--- src/rtl/btn_event_ctrl.sv ---
// Button event controller: per-channel press/long/repeat FSMs sharing a 1 ms timebase,
// one pending slot per channel and a round-robin arbiter onto a valid/ready port.
module btn_event_ctrl #(
  parameter int unsigned P_CLK_HZ    = 100000000,
  parameter int unsigned P_NUM_BTN   = 4,
  parameter int unsigned P_LONG_MS   = 1000,
  parameter int unsigned P_REPEAT_MS = 200
) (
  input  logic                 iClk,
  input  logic                 iRst,
  input  logic [P_NUM_BTN-1:0] iBtnLevel,
  input  logic                 iEvtReady,
  input  logic                 iClrOvf,
  output logic                 oEvtValid,
  output logic [2:0]           oEvtChan,
  output logic [1:0]           oEvtType,
  output logic [P_NUM_BTN-1:0] oOvf
);

  localparam int unsigned TickDiv = (P_CLK_HZ / 1000 > 0) ? P_CLK_HZ / 1000 : 1;
  localparam int unsigned TickW   = (TickDiv > 1) ? $clog2(TickDiv) : 1;

  localparam logic [1:0] EvtPress   = 2'd0;
  localparam logic [1:0] EvtRelease = 2'd1;
  localparam logic [1:0] EvtLong    = 2'd2;
  localparam logic [1:0] EvtRepeat  = 2'd3;

  typedef enum logic [1:0] {StIdle, StPress, StHold} stateE;

  stateE                stateQ   [P_NUM_BTN];
  stateE                stateD   [P_NUM_BTN];
  logic [15:0]          msCntQ   [P_NUM_BTN];
  logic [15:0]          msCntD   [P_NUM_BTN];
  logic [1:0]           newType  [P_NUM_BTN];
  logic [1:0]           slotTypeQ[P_NUM_BTN];
  logic [1:0]           slotTypeD[P_NUM_BTN];
  logic [P_NUM_BTN-1:0] prevQ, riseVec, fallVec, evtNew;
  logic [P_NUM_BTN-1:0] slotValidQ, slotValidD, grantVec, ovfQ, ovfD, ovfSet;
  logic [TickW-1:0]     tickCntQ;
  logic                 msTick;

  logic                 evtValidQ, load, found;
  logic [2:0]           evtChanQ, winIdx, rrPtrQ;
  logic [1:0]           evtTypeQ, winType;

  assign msTick  = (tickCntQ == TickW'(TickDiv - 1));
  assign riseVec = iBtnLevel & ~prevQ;
  assign fallVec = ~iBtnLevel & prevQ;

  always_ff @(posedge iClk or posedge iRst) begin
    if (iRst) begin
      tickCntQ <= '0;
      prevQ    <= '0;
    end else begin
      tickCntQ <= msTick ? '0 : tickCntQ + TickW'(1);
      prevQ    <= iBtnLevel;
    end
  end

  // Per-channel FSM; a release always beats a timer expiry in the same cycle.
  always_comb begin
    for (int i = 0; i < P_NUM_BTN; i++) begin
      stateD[i]  = stateQ[i];
      msCntD[i]  = msCntQ[i];
      evtNew[i]  = 1'b0;
      newType[i] = EvtPress;
      case (stateQ[i])
        StIdle: begin
          if (riseVec[i]) begin
            evtNew[i]  = 1'b1;
            newType[i] = EvtPress;
            msCntD[i]  = '0;
            stateD[i]  = StPress;
          end
        end
        StPress: begin
          if (fallVec[i]) begin
            evtNew[i]  = 1'b1;
            newType[i] = EvtRelease;
            stateD[i]  = StIdle;
          end else if (msTick) begin
            if (msCntQ[i] + 16'd1 == 16'(P_LONG_MS)) begin
              evtNew[i]  = 1'b1;
              newType[i] = EvtLong;
              msCntD[i]  = '0;
              stateD[i]  = StHold;
            end else begin
              msCntD[i] = msCntQ[i] + 16'd1;
            end
          end
        end
        StHold: begin
          if (fallVec[i]) begin
            evtNew[i]  = 1'b1;
            newType[i] = EvtRelease;
            stateD[i]  = StIdle;
          end else if (P_REPEAT_MS != 0 && msTick) begin
            if (msCntQ[i] + 16'd1 == 16'(P_REPEAT_MS)) begin
              evtNew[i]  = 1'b1;
              newType[i] = EvtRepeat;
              msCntD[i]  = '0;
            end else begin
              msCntD[i] = msCntQ[i] + 16'd1;
            end
          end
        end
        default: stateD[i] = StIdle;
      endcase
    end
  end

  // Round-robin pick: first valid slot at or after the pointer, wrapping.
  always_comb begin
    load    = ~evtValidQ | iEvtReady;
    found   = 1'b0;
    winIdx  = '0;
    winType = EvtPress;
    for (int k = 0; k < P_NUM_BTN; k++) begin
      for (int j = 0; j < P_NUM_BTN; j++) begin
        if (!found && slotValidQ[j] && ((int'(rrPtrQ) + k) % int'(P_NUM_BTN) == j)) begin
          found   = 1'b1;
          winIdx  = 3'(j);
          winType = slotTypeQ[j];
        end
      end
    end
    for (int i = 0; i < P_NUM_BTN; i++) begin
      grantVec[i] = load && found && (winIdx == 3'(i));
    end
  end

  // Newest event wins a full slot; overflow only if the old entry was not granted.
  always_comb begin
    for (int i = 0; i < P_NUM_BTN; i++) begin
      slotValidD[i] = slotValidQ[i] & ~grantVec[i];
      slotTypeD[i]  = slotTypeQ[i];
      ovfSet[i]     = 1'b0;
      if (evtNew[i]) begin
        slotValidD[i] = 1'b1;
        slotTypeD[i]  = newType[i];
        ovfSet[i]     = slotValidQ[i] & ~grantVec[i];
      end
    end
    ovfD = iClrOvf ? '0 : (ovfQ | ovfSet);
  end

  always_ff @(posedge iClk or posedge iRst) begin
    if (iRst) begin
      for (int i = 0; i < P_NUM_BTN; i++) begin
        stateQ[i]    <= StIdle;
        msCntQ[i]    <= '0;
        slotTypeQ[i] <= EvtPress;
      end
      slotValidQ <= '0;
      ovfQ       <= '0;
      evtValidQ  <= 1'b0;
      evtChanQ   <= '0;
      evtTypeQ   <= EvtPress;
      rrPtrQ     <= '0;
    end else begin
      for (int i = 0; i < P_NUM_BTN; i++) begin
        stateQ[i]    <= stateD[i];
        msCntQ[i]    <= msCntD[i];
        slotTypeQ[i] <= slotTypeD[i];
      end
      slotValidQ <= slotValidD;
      ovfQ       <= ovfD;
      if (load) begin
        evtValidQ <= found;
        if (found) begin
          evtChanQ <= winIdx;
          evtTypeQ <= winType;
          rrPtrQ   <= (winIdx == 3'(P_NUM_BTN - 1)) ? 3'd0 : winIdx + 3'd1;
        end
      end
    end
  end

  assign oEvtValid = evtValidQ;
  assign oEvtChan  = evtChanQ;
  assign oEvtType  = evtTypeQ;
  assign oOvf      = ovfQ;

endmodule

--- config.mk ---
export PLATFORM = sky130hd
export DESIGN_NAME = btn_event_ctrl
export DESIGN_NICKNAME = d
export VERILOG_FILES = /design/src/rtl/btn_event_ctrl.sv
export SDC_FILE = /design/constraint.sdc
export NUM_CORES = 1
export LEC_CHECK = 0
export BUFFER_PORTS_ARGS = -buffer_cell sky130_fd_sc_hd__buf_2
export CAP_MARGIN = 40
export CORE_MARGIN = 2
export CORE_UTILIZATION = 25
export CTS_BUF_LIST = sky130_fd_sc_hd__clkbuf_8 sky130_fd_sc_hd__clkbuf_16
export DETAILED_ROUTE_END_ITERATION = 7
export GPL_TIMING_DRIVEN = 0
export PLACE_DENSITY = 0.47
export SLEW_MARGIN = 20
export SYNTH_ARGS = -nofsm -noshare
export SYNTH_HDL_FRONTEND = slang
export SYNTH_SLANG_ARGS = --single-unit
--- constraint.sdc ---
create_clock -name iClk -period 6.75 [get_ports iClk]
set_clock_uncertainty 0.2 [all_clocks]
set_input_delay 1.0125 -clock iClk [delete_from_list [all_inputs] [get_ports iClk]]
set_output_delay 1.0125 -clock iClk [all_outputs]
set_load 0.01 [all_outputs]
==> reports/metrics.cfg, run 1 <==
[route]
route.met2.wl_mm=9.20
top_signal_layer_used=met4
ant_nets=0
route.met3.wl_um=573
via_per_inst=4.95
route.final.wire_length_mm=20.6
first_iter_violations=441
route.vias.total=7145
drc_violations=0
dr.pass1.iters=5
wirelength_met1_mm=10.6
post_drt_wl_per_cell_um=14.3

[clock_tree]
cts_tree=yes
ctsHtreeMaxLevel=4
holdBufCountCts=0
post_cts_resized=0
worst_skew_pair.late_latency_ns=0.42
postCtsSetupRepairBufs=0
clkTransAtPathRegs_ns=0.06
clk_root_buffer_cell=clkbuf_16
cts_inserted_buffers=17
clock_sink_count=116
ctsLongestPathBuffers=2

[logic_synthesis]
count_of_unique_library_cells_instantiated_by_yosys=100
syn-instance-count=948
synth_flop_cell=dfrtp_1
number_of_enable_flip_flop_cells_after_synthesis=0
synthesis.area_um2=8260
synth_nets=981
ys_async_sr_fraction=1.00
simple_gate_portion_of_the_synthesized_area=0.268
synth_fa_ha_area_frac=0.0391
synth_seq_area_share=0.352
ys_warn_count=0
combinational_family_with_the_most_area_after_synthesis=simple AND/OR/NAND/NOR gates
synth-compound-area-share=0.227
mean_instance_size_in_the_synthesized_netlist_um2=8.71
synth_xor_area_frac=0.0380
muxShareOfSynthArea=0.0277
ys_ff_latch=116

[final_layout]
final_util=0.294
layout.filler_cells=3489
final_cell_mix=dfrtp_1 (116), nand2_1 (94), nor2_1 (69)
layout-drive-gt1-share=0.134
flow.area_growth_from_synthesis_pct=15.9
fin_area_um2=9560
final_common_cell=dfrtp_1
nNetsFinal=1019

[worst_hold_path]
min_delay_path_depth=1
hold_end=oEvtChan[0]$_DFFE_PP0P_
min-delay-path-class=reg -> reg
worst_hold_startpoint=oEvtChan[0]$_DFFE_PP0P_

[run]
cap_violations=0

[sta]
fin_hold_ws_ns=0.279
slew-limit-headroom=0.492
finalCriticalPeriod_ns=3.30
setup_viol=0
finalCritPeriodShare=0.489
slew_viol_final=0
tightestPinTransition_ns=0.758
fmax_ghz=0.303
rsz0062_at_grt=false
timing.final.hold_violations=0
setup_total_negative_slack_ns=0

[worst_setup_path]
worst_ep_arrival_time_ns=3.40
path_class=reg -> reg
worstSetupStartpointType=register
critical-path-slowest-cell=o31ai_4
timing.rr.end=msCntQ[57]$_DFFE_PP0P_
ff2ff_path_depth=11
critical_path.max_fanout=10
regToRegStartpoint=msCntQ[48]$_DFFE_PP0P_
cp.required_ns=6.84
worst_setup_path_startpoint=msCntQ[48]$_DFFE_PP0P_
crit_path_cell_trace=ha_1 > and4_1 > buf_2 > nand4_1 > xor2_1 > o2111ai_4 > o31ai_4 > a21oi_4 > buf_6 > a21oi_2 > mux2i_1
worst_setup_ep_type=register
critPathMaxStageDelay_ns=0.49
worst-r2r-setup-slack_ns=3.45

[grt]
globalRouteTotalUtil=0.125
grt_first_pass_wirelength_mm=35.1
largest_net_degree_at_the_start_of_global_routing=88
first_global_vias=6885
grt_antenna_before_repair=1
gr-total-overflow=0

[placed_design]
placed_cell_area_um2=8930
detailed_place_hpwl_mm=14.8
buffer_ports.inserted=16
gp_routability_congestion=0.810

[die]
io-pin-count=18
floorplan.initialDensity=0.254
die_w_um=186
fp-row-count=66
total_die_area_um2=34500
design.core.area_um2=32500
floorplan.die.height_um=186

[run_status]
status=completed

[power]
power-per-cell-area_nw_per_um2=289
power_leakage_nw=3.91
totalPowerFinal_mw=2.77
vdd.ir_drop.worst_mv=0.133

-- metal layers --
metal  track usage  vias to the layer above
li1              -                     3571
met5             0                        -
met3        0.0213                       21
met2         0.189                       94
met1         0.180                     3459
met4        0.0400                        0
-- layout make-up --
class / count / area, um^2 / area share
multi-input cells: 744 / 4960 / 0.519
repair buffers: 19 / 118 / 0.0123
inverters: 47 / 184 / 0.0192
diodes: 1 / 2.50 / 0.000262
plain buffers: 41 / 214 / 0.0224
flip-flops and latches: 116 / 2900 / 0.304
well taps: 442 / 553 / 0.0578
clock buffers: 20 / 467 / 0.0488
clock inverters: 12 / 161 / 0.0169
-- report_power, final --
group | switching [mW] | internal [mW]
Sequential | 0.0882 | 0.783
Clock | 0.334 | 0.641
Combinational | 0.579 | 0.342
Total | 1.00 | 1.77
-- cells in the mapped netlist (9+ instances only) --
master / instances / area, um^2
o21ai_0: 63 / 315
nor2_1: 69 / 259
dfrtp_1: 116 / 2900
mux2i_1: 12 / 120
and3_1: 23 / 144
nand2_1: 94 / 353
or3_1: 17 / 106
nor2b_1: 12 / 75.1
and4_1: 9 / 78.8
xor2_1: 17 / 149
nor4_1: 11 / 68.8
clkbuf_1: 19 / 71.3
a21o_1: 13 / 97.6
ha_1: 25 / 313
nand3_1: 51 / 255
a211oi_1: 9 / 67.6
buf_2: 12 / 60.1
nand4_1: 22 / 138
a21oi_1: 46 / 230
xnor2_1: 17 / 149
a22o_1: 9 / 78.8
inv_1: 47 / 176
nor3_1: 24 / 120
o21ai_1: 19 / 95.1
-- flip-flops by register name (all words and copies together) (netlist names), 2 cells and up --
register / count
oEvtChan: 2
prevQ: 4
oEvtType: 2
slotTypeQ: 8
tickCntQ: 17
rrPtrQ: 2
stateQ: 8
slotValidQ: 4
msCntQ: 64
oOvf: 4
-- how the worst max path moves through the flow --
| stage | cells after the start | end |
|---|---|---|
| floorplan | 1 | msCntQ[0]$_DFFE_PP0P_ |
| global placement | 2 | msCntQ[44]$_DFFE_PP0P_ |
| detailed placement | 11 | msCntQ[35]$_DFFE_PP0P_ |
| CTS | 11 | msCntQ[35]$_DFFE_PP0P_ |
| global route | 9 | oOvf[1]$_DFF_PP0_ |
| finish | 11 | msCntQ[57]$_DFFE_PP0P_ |
-- kinds of logic after synthesis --
group,count (synthesis)
muxes,20
DFF,116
xor gates and xnor gates,35
buffers and inverters,88
adders and majority gates,26
and+or+nand+nor,402
AOI/OAI and AO/OA,260
other,1
-- per-stage QoR --
step / worst slack [ns] / instances
after CTS: 3.43 / 1441
after floorplan: 2.47 / 948
after global routing: 3.08 / 1441
final: 3.45 / 1442
after detailed placement: 3.44 / 1409
after global placement: 0.605 / 1406
-- critical path: cells and delay by family (launching register included) --
family,cells,cell delay [ns]
xor gates and xnor gates,1,0.32
buffers and inverters,2,0.34
muxes,1,0.07
AOI/OAI and AO/OA,4,1.04
and+or+nand+nor,2,0.47
adders and majority gates,1,0.29
DFF,1,0.42
No activity file was read; power rests on OpenSTA's default activity.
==> run 2: changes to the inputs <==
--- a/config.mk
+++ b/config.mk
@@ -5,6 +5,7 @@
 export SDC_FILE = /design/constraint.sdc
 export NUM_CORES = 1
 export LEC_CHECK = 0
+export ABC_AREA = 1
 export BUFFER_PORTS_ARGS = -buffer_cell sky130_fd_sc_hd__buf_2
 export CAP_MARGIN = 40
 export CORE_MARGIN = 2
@@ -12,7 +13,7 @@
 export CTS_BUF_LIST = sky130_fd_sc_hd__clkbuf_8 sky130_fd_sc_hd__clkbuf_16
 export DETAILED_ROUTE_END_ITERATION = 7
 export GPL_TIMING_DRIVEN = 0
-export PLACE_DENSITY = 0.47
+export PLACE_DENSITY = 0.48
 export SLEW_MARGIN = 20
 export SYNTH_ARGS = -nofsm -noshare
 export SYNTH_HDL_FRONTEND = slang
==> constraint.sdc (replaced) <==
create_clock -name iClk -period 2.79 [get_ports iClk]
set_clock_uncertainty 0.2 [all_clocks]
set_input_delay 0.4185 -clock iClk [delete_from_list [all_inputs] [get_ports iClk]]
set_output_delay 0.4185 -clock iClk [all_outputs]
set_load 0.01 [all_outputs]
==> run 2 against run 1 <==
Via count is 1.5% lower. Wire length is 6.0% lower. First-iteration DRC count is 10% lower. Critical path depth is 5 higher. Largest cell class unchanged. Largest power group is now combinational cells.
==> reports/metrics.cfg, run 2 <==
[run_status]
status=completed

[worst_setup_path]
worst_setup_ep_type=register
worstSetupStartpointType=register
crit_path_cell_trace=buf_6 > nor2_4 > nand2_2 > nand4_4 > nor2_4 > nand4_4 > nor2_4 > nand3_2 > nor2_4 > nor4_4 > nand3_4 > buf_4 > ha_1 > nand3_2 > nand3_2 > a21oi_2
critical-path-top-cell-by-count=nor2_4
critical_path.max_fanout=7
worst_ep_arrival_time_ns=2.81
critical-path-slowest-cell=dfrtp_1
path_class=reg -> reg
critPathMaxStageDelay_ns=0.37
path_buf_inv=2
cp.required_ns=2.93
critical-path-top-delay-family=simple AND/OR/NAND/NOR gates

[grt]
gr-total-overflow=0
largest_net_degree_at_the_start_of_global_routing=32
grt_first_pass_wirelength_mm=32.4
grt_antenna_before_repair=0
first_global_vias=6725
globalRouteTotalUtil=0.120

[clock_tree]
ctsHtreeMaxLevel=4
clock_sink_count=116
worst_skew_pair.late_latency_ns=0.42
cts_tree=yes
ctsLongestPathBuffers=2
clk_root_buffer_cell=clkbuf_16
clkTransAtPathRegs_ns=0.06
cts_inserted_buffers=17

[logic_synthesis]
synth_seq_area_share=0.371
mean_instance_size_in_the_synthesized_netlist_um2=7.46
syn-instance-count=1050
ys_ff_latch=116
synth_flop_cell=dfrtp_1
synth.most_common_cell=nand2_1
post_synth_top_cells=nand2_1 (257), inv_1 (121), dfrtp_1 (116), nor2_1 (116), nand3_1 (86)
synth_top_cell_by_area=dfrtp_1
post_synth_main_area_contributors=dfrtp_1 (37%), nand2_1 (12%), inv_1 (5.8%)
ys_async_sr_fraction=1.00
yosys.area.top_type_share=0.371
ys_warn_count=0
synth_nets=1083
synthesis.area_um2=7830
count_of_unique_library_cells_instantiated_by_yosys=53
number_of_enable_flip_flop_cells_after_synthesis=0

[power]
net-switching-power_mw=3.40
vdd.ir_drop.worst_mv=0.460
power-per-cell-area_nw_per_um2=819
sequential_cell_fraction_of_total_power=0.261
totalPowerFinal_mw=8.15
intPower_mw=4.75
power.share.clock=0.260
power_leakage_nw=4.17
p_sw_frac=0.417
p_comb_frac=0.479

[sta]
slew-limit-headroom=0.601
fmax_ghz=0.375
slew_viol_final=0
timing.final.hold_violations=0
fin_hold_ws_ns=0.0784
setup_viol=0
finalCritPeriodShare=0.957
rsz0062_at_grt=true
finalCriticalPeriod_ns=2.67
tightestPinTransition_ns=0.595

[route]
via_per_inst=4.54
first_iter_violations=396
drc_violations=0
route.final.wire_length_mm=19.4
post_drt_wl_per_cell_um=12.5
ant_nets=0
route.vias.total=7035
dr.pass1.iters=4

[final_layout]
largest_register_ff_count=64
flow.area_growth_from_synthesis_pct=27.1
final_cell_mix=nand2_1 (246), inv_1 (119), dfrtp_1 (111)
num_antenna_cells=0
nNetsFinal=1172
regMostFlops=msCntQ
reg_top3=msCntQ (64), tickCntQ (17)
layout-drive-gt1-share=0.240
final_common_cell=nand2_1
fin_area_um2=9950

[die]
io-pin-count=18
floorplan.initialDensity=0.255
fp-row-count=64
die_w_um=181
design.core.area_um2=30700
floorplan.die.height_um=181
total_die_area_um2=32700

[placed_design]
buffer_ports.inserted=16
detailed_place_hpwl_mm=13.9
placed_cell_area_um2=8500
gp_routability_congestion=0.818

[run]
cap_violations=0

[worst_hold_path]
min-delay-path-class=in -> reg

==> run 2: layer usage <==
metal / GRT usage / routed length (um) / up-vias
met4: 0.0364 / 237 / 0
li1: - / - / 3647
met3: 0.0280 / 495 / 15
met2: 0.195 / 9160 / 73
met1: 0.158 / 9510 / 3300
met5: 0 / 0 / -
==> run 2: final timing paths <==
kind / start / end / slack [ns] / cells past startpoint
setup / recovery: rrPtrQ[0]$_DFFE_PP0P_ / oOvf[3]$_DFF_PP0_ / 0.12 / 16
min in group asynchronous: iRst / msCntQ[62]$_DFFE_PP0P_ / 0.34 / 3
setup reg to reg: rrPtrQ[0]$_DFFE_PP0P_ / oOvf[3]$_DFF_PP0_ / 0.12 / 16
hold / removal: iClrOvf / oOvf[3]$_DFF_PP0_ / 0.08 / 2
max in group asynchronous: iRst / slotValidQ[3]$_DFF_PP0_ / 1.30 / 5
hold reg to reg: tickCntQ[0]$_DFF_PP0_ / tickCntQ[0]$_DFF_PP0_ / 0.26 / 1
==> run 2: logic make-up (layout without fill, tap and decap cells) <==
group	after synthesis	in the layout	share of synthesized area
other cells	1	1	0.000479
simple gates	592	592	0.360
fa+ha+maj	25	25	0.0400
xor+xnor	28	28	0.0323
compound gates	143	143	0.121
flops	116	116	0.371
buf+inv	145	247	0.0762
==> run 2: stage by stage <==
| step | utilization | setup slack [ns] | setup TNS, ns | cells |
|---|---|---|---|---|
| 6_report | 0.324 | 0.120 | 0 | 1548 |
| 3_5_place_dp | 0.276 | -0.265 | -0.730 | 1466 |
| 5_1_grt | 0.324 | -0.0525 | -0.203 | 1548 |
| 3_3_place_gp | 0.273 | -0.301 | -34.27 | 1462 |
| 4_1_cts | 0.301 | -0.0145 | -0.0145 | 1510 |
| 2_1_floorplan | - | 0.251 | 0 | 1050 |
==> run 2: area by class of cell <==
cell class,instances,area (um^2)
Timing Repair Buffer,69,549
Clock inverter,14,121
Tap cell,396,495
Buffer,12,118
Sequential cell,116,2910
Fill cell,3298,20800
Clock buffer,18,439
Inverter,133,518
Timing Repair inverter,1,5.00
Multi-Input combinational cell,789,4800
==> run 2: power groups by stage <==
stage               logic, mW  registers (mW)  clock network (mW)
global placement         2.82            2.14                   0
CTS                      3.17            2.13                2.18
finish                   3.91            2.13                2.12
floorplan                2.13            2.11                   0
global route             4.32            2.16                2.26
detailed placement       2.85            2.14                   0
==> run 2: what timing repair did <==
action,CTS,global route
hold buffers,5,0
pin swaps,6,40
gates resized for setup,23,87
gates cloned,0,2
buffers inserted,7,36
endpoints found under the hold margin,15,0
setup endpoints to repair,16,84
==> run 3: changes to the inputs <==
--- a/config.mk
+++ b/config.mk
@@ -6,12 +6,13 @@
 export NUM_CORES = 1
 export LEC_CHECK = 0
 export ABC_AREA = 1
-export BUFFER_PORTS_ARGS = -buffer_cell sky130_fd_sc_hd__buf_2
 export CAP_MARGIN = 40
+export CORE_ASPECT_RATIO = 0.7
 export CORE_MARGIN = 2
 export CORE_UTILIZATION = 25
 export CTS_BUF_LIST = sky130_fd_sc_hd__clkbuf_8 sky130_fd_sc_hd__clkbuf_16
 export DETAILED_ROUTE_END_ITERATION = 7
+export DONT_BUFFER_PORTS = 1
 export GPL_TIMING_DRIVEN = 0
 export PLACE_DENSITY = 0.48
 export SLEW_MARGIN = 20
==> run 3 against run 2 <==
Register-to-register slack got worse by 0.05 ns. Final cell count fell by 0.19%. Largest cell class unchanged. Count of clock-buffer cells in the layout did not move. The run now ends with hold timing left. Maximum frequency fell by 2.0%. Global-route usage rose by 0.41 points. Critical endpoint is now oOvf[0]$_DFF_PP0_. Combinational power fell by 9.5%.
==> reports/metrics.cfg, run 3 (synthesized netlist as in run 2, its figures left out) <==
[sta]
fmax_ghz=0.367
setup_viol=0
postLayoutSetupSlackWorst_ns=0.0655
setup_total_negative_slack_ns=0
slew-limit-headroom=0.582
fin_hold_ws_ns=-0.156
tightestPinTransition_ns=0.626
slew_viol_final=0
timing.final.hold_violations=4
finalCriticalPeriod_ns=2.72
rsz0062_at_grt=true
finalCritPeriodShare=0.977

[route]
first_iter_violations=496
via_per_inst=4.54
drc_violations=0
route.vias.total=7017
dr.pass1.iters=5
post_drt_wl_per_cell_um=13.0
ant_nets=0
route.final.wire_length_mm=20.1

[clock_tree]
holdBufCountCts=5
clk_root_buffer_cell=clkbuf_16
ctsHtreeMaxLevel=4
clock_sink_count=116
worst_skew_pair.late_latency_ns=0.43
ctsLongestPathBuffers=2
cts_tree=yes
cts_inserted_buffers=17
clkTransAtPathRegs_ns=0.06

[power]
power.share.clock=0.296
p_sw_frac=0.410
sequential_cell_fraction_of_total_power=0.269
p_comb_frac=0.435
intPower_mw=4.80
power-per-cell-area_nw_per_um2=830
net-switching-power_mw=3.34
power_leakage_nw=4.09
vdd.ir_drop.worst_mv=0.422

[grt]
grt_first_pass_wirelength_mm=33.0
first_global_vias=6303
grt_antenna_before_repair=0
largest_net_degree_at_the_start_of_global_routing=27
gr-total-overflow=0
globalRouteTotalUtil=0.124

[final_layout]
num_antenna_cells=0
reg_top3=msCntQ (64), tickCntQ (17)
nNetsFinal=1147
layout-drive-gt1-share=0.210
flow.area_growth_from_synthesis_pct=25.2
final_common_cell=nand2_1
final_cell_mix=nand2_1 (250), inv_1 (119), nor2_1 (109), dfrtp_1 (109), nand3_1 (73)
regMostFlops=msCntQ
largest_register_ff_count=64

[placed_design]
placement.setup.worst_slack_ns=-0.167
buffer_ports.inserted=0
gp_routability_congestion=0.839
detailed_place_hpwl_mm=14.6

[worst_setup_path]
ff2ff_path_depth=17
path_class=reg -> reg
critical-path-slowest-cell=dfrtp_1
crit_path_cell_trace=buf_4 > nand3_4 > nand4_4 > nor2_4 > nand4_4 > nor2_4 > nand4_4 > nor2_4 > nand4_4 > nand3_2 > inv_2 > ha_1 > nand3_1 > nand2_1 > nor2_1 > nor2_1 > nor2_2
critPathMaxStageDelay_ns=0.39
cp.required_ns=2.95
worst_ep_arrival_time_ns=2.89
critical-path-top-cell-by-count=nand4_4
path_buf_inv=2
critical_path.max_fanout=5
critical-path-top-delay-family=simple AND/OR/NAND/NOR gates
worstSetupStartpointType=register
worst-path-stages=17
worst_setup_ep_type=register

[die]
design.core.area_um2=31000
io-pin-count=18
total_die_area_um2=32800
fp-row-count=54
die_w_um=216
floorplan.die.height_um=152
floorplan.initialDensity=0.252

[run]
cap_violations=0

[worst_hold_path]
min_delay_path_depth=1
min-delay-path-class=in -> reg

[run_status]
violations=hold timing
status=finished with violations

-- run 3: cell types whose count changed in the layout (fill, tap and decap cells not counted), moves of 4 or more --
cell / previous run / this run
buf_2: 17 / 0
buf_4: 46 / 37
nor2_4: 24 / 18
nand2_1: 246 / 250
nand3_2: 21 / 17
nor2_2: 18 / 22
-- run 3: repair_timing --
| item | 4_1_cts | 5_1_grt |
|---|---|---|
| gates resized for setup | 17 | 72 |
| setup endpoints to repair | 27 | 80 |
| setup buffers | 3 | 31 |
| endpoints found under the hold margin | 33 | 4 |
| gates cloned | 0 | 2 |
| pin swaps | 5 | 32 |
-- run 3: path summary, 6_finish.rpt --
path / startpoint / end / slack (ns)
worst min register to register: tickCntQ[0]$_DFF_PP0_ / tickCntQ[0]$_DFF_PP0_ / 0.26
worst min-delay path: iClrOvf / oOvf[1]$_DFF_PP0_ / -0.16
min in group asynchronous: iRst / msCntQ[19]$_DFFE_PP0P_ / 0.37
max in group asynchronous: iRst / msCntQ[32]$_DFFE_PP0P_ / 1.07
worst max register to register: rrPtrQ[1]$_DFFE_PP0P_ / oOvf[0]$_DFF_PP0_ / 0.07
worst max-delay path: rrPtrQ[1]$_DFFE_PP0P_ / oOvf[0]$_DFF_PP0_ / 0.07
-- run 3: routing by layer --
metal,part of all wire,GRT usage
met1,0.55,0.193
met2,0.40,0.165
met3,0.040,0.0298
met4,0.0084,0.0358
met5,0,0
-- run 3: final cells by class --
| cell class | count | area (um^2) |
|---|---|---|
| buffer | 12 | 118 |
| clock buffer | 18 | 439 |
| clock inverter | 12 | 188 |
| fill | 3285 | 21200 |
| inverter | 133 | 515 |
| multi-input combinational | 789 | 4680 |
| sequential | 116 | 2910 |
| tap | 420 | 526 |
| timing repair buffer | 45 | 422 |
-- run 3: power groups by stage --
stage | clock, mW | sequential [mW] | combinational (mW)
after floorplan | 0 | 2.11 | 2.13
after global placement | 0 | 2.19 | 2.78
after detailed placement | 0 | 2.19 | 2.80
after CTS | 2.48 | 2.17 | 2.97
after global routing | 2.57 | 2.22 | 3.91
final | 2.41 | 2.19 | 3.54
-- run 3: metrics by stage --
| stage | std cells | hold slack [ns] | total power, mW | instance area [um^2] | util |
|---|---|---|---|---|---|
| floorplan | 1050 | 0.232 | 4.24 | 7830 | - |
| finish | 1545 | -0.156 | 8.14 | 9800 | 0.316 |
| global route | 1545 | -0.184 | 8.70 | 9800 | 0.316 |
| detailed placement | 1474 | 0.210 | 4.98 | 8440 | 0.272 |
| CTS | 1512 | -0.179 | 7.62 | 9210 | 0.297 |
| global placement | 1470 | 0.250 | 4.97 | 8360 | 0.270 |
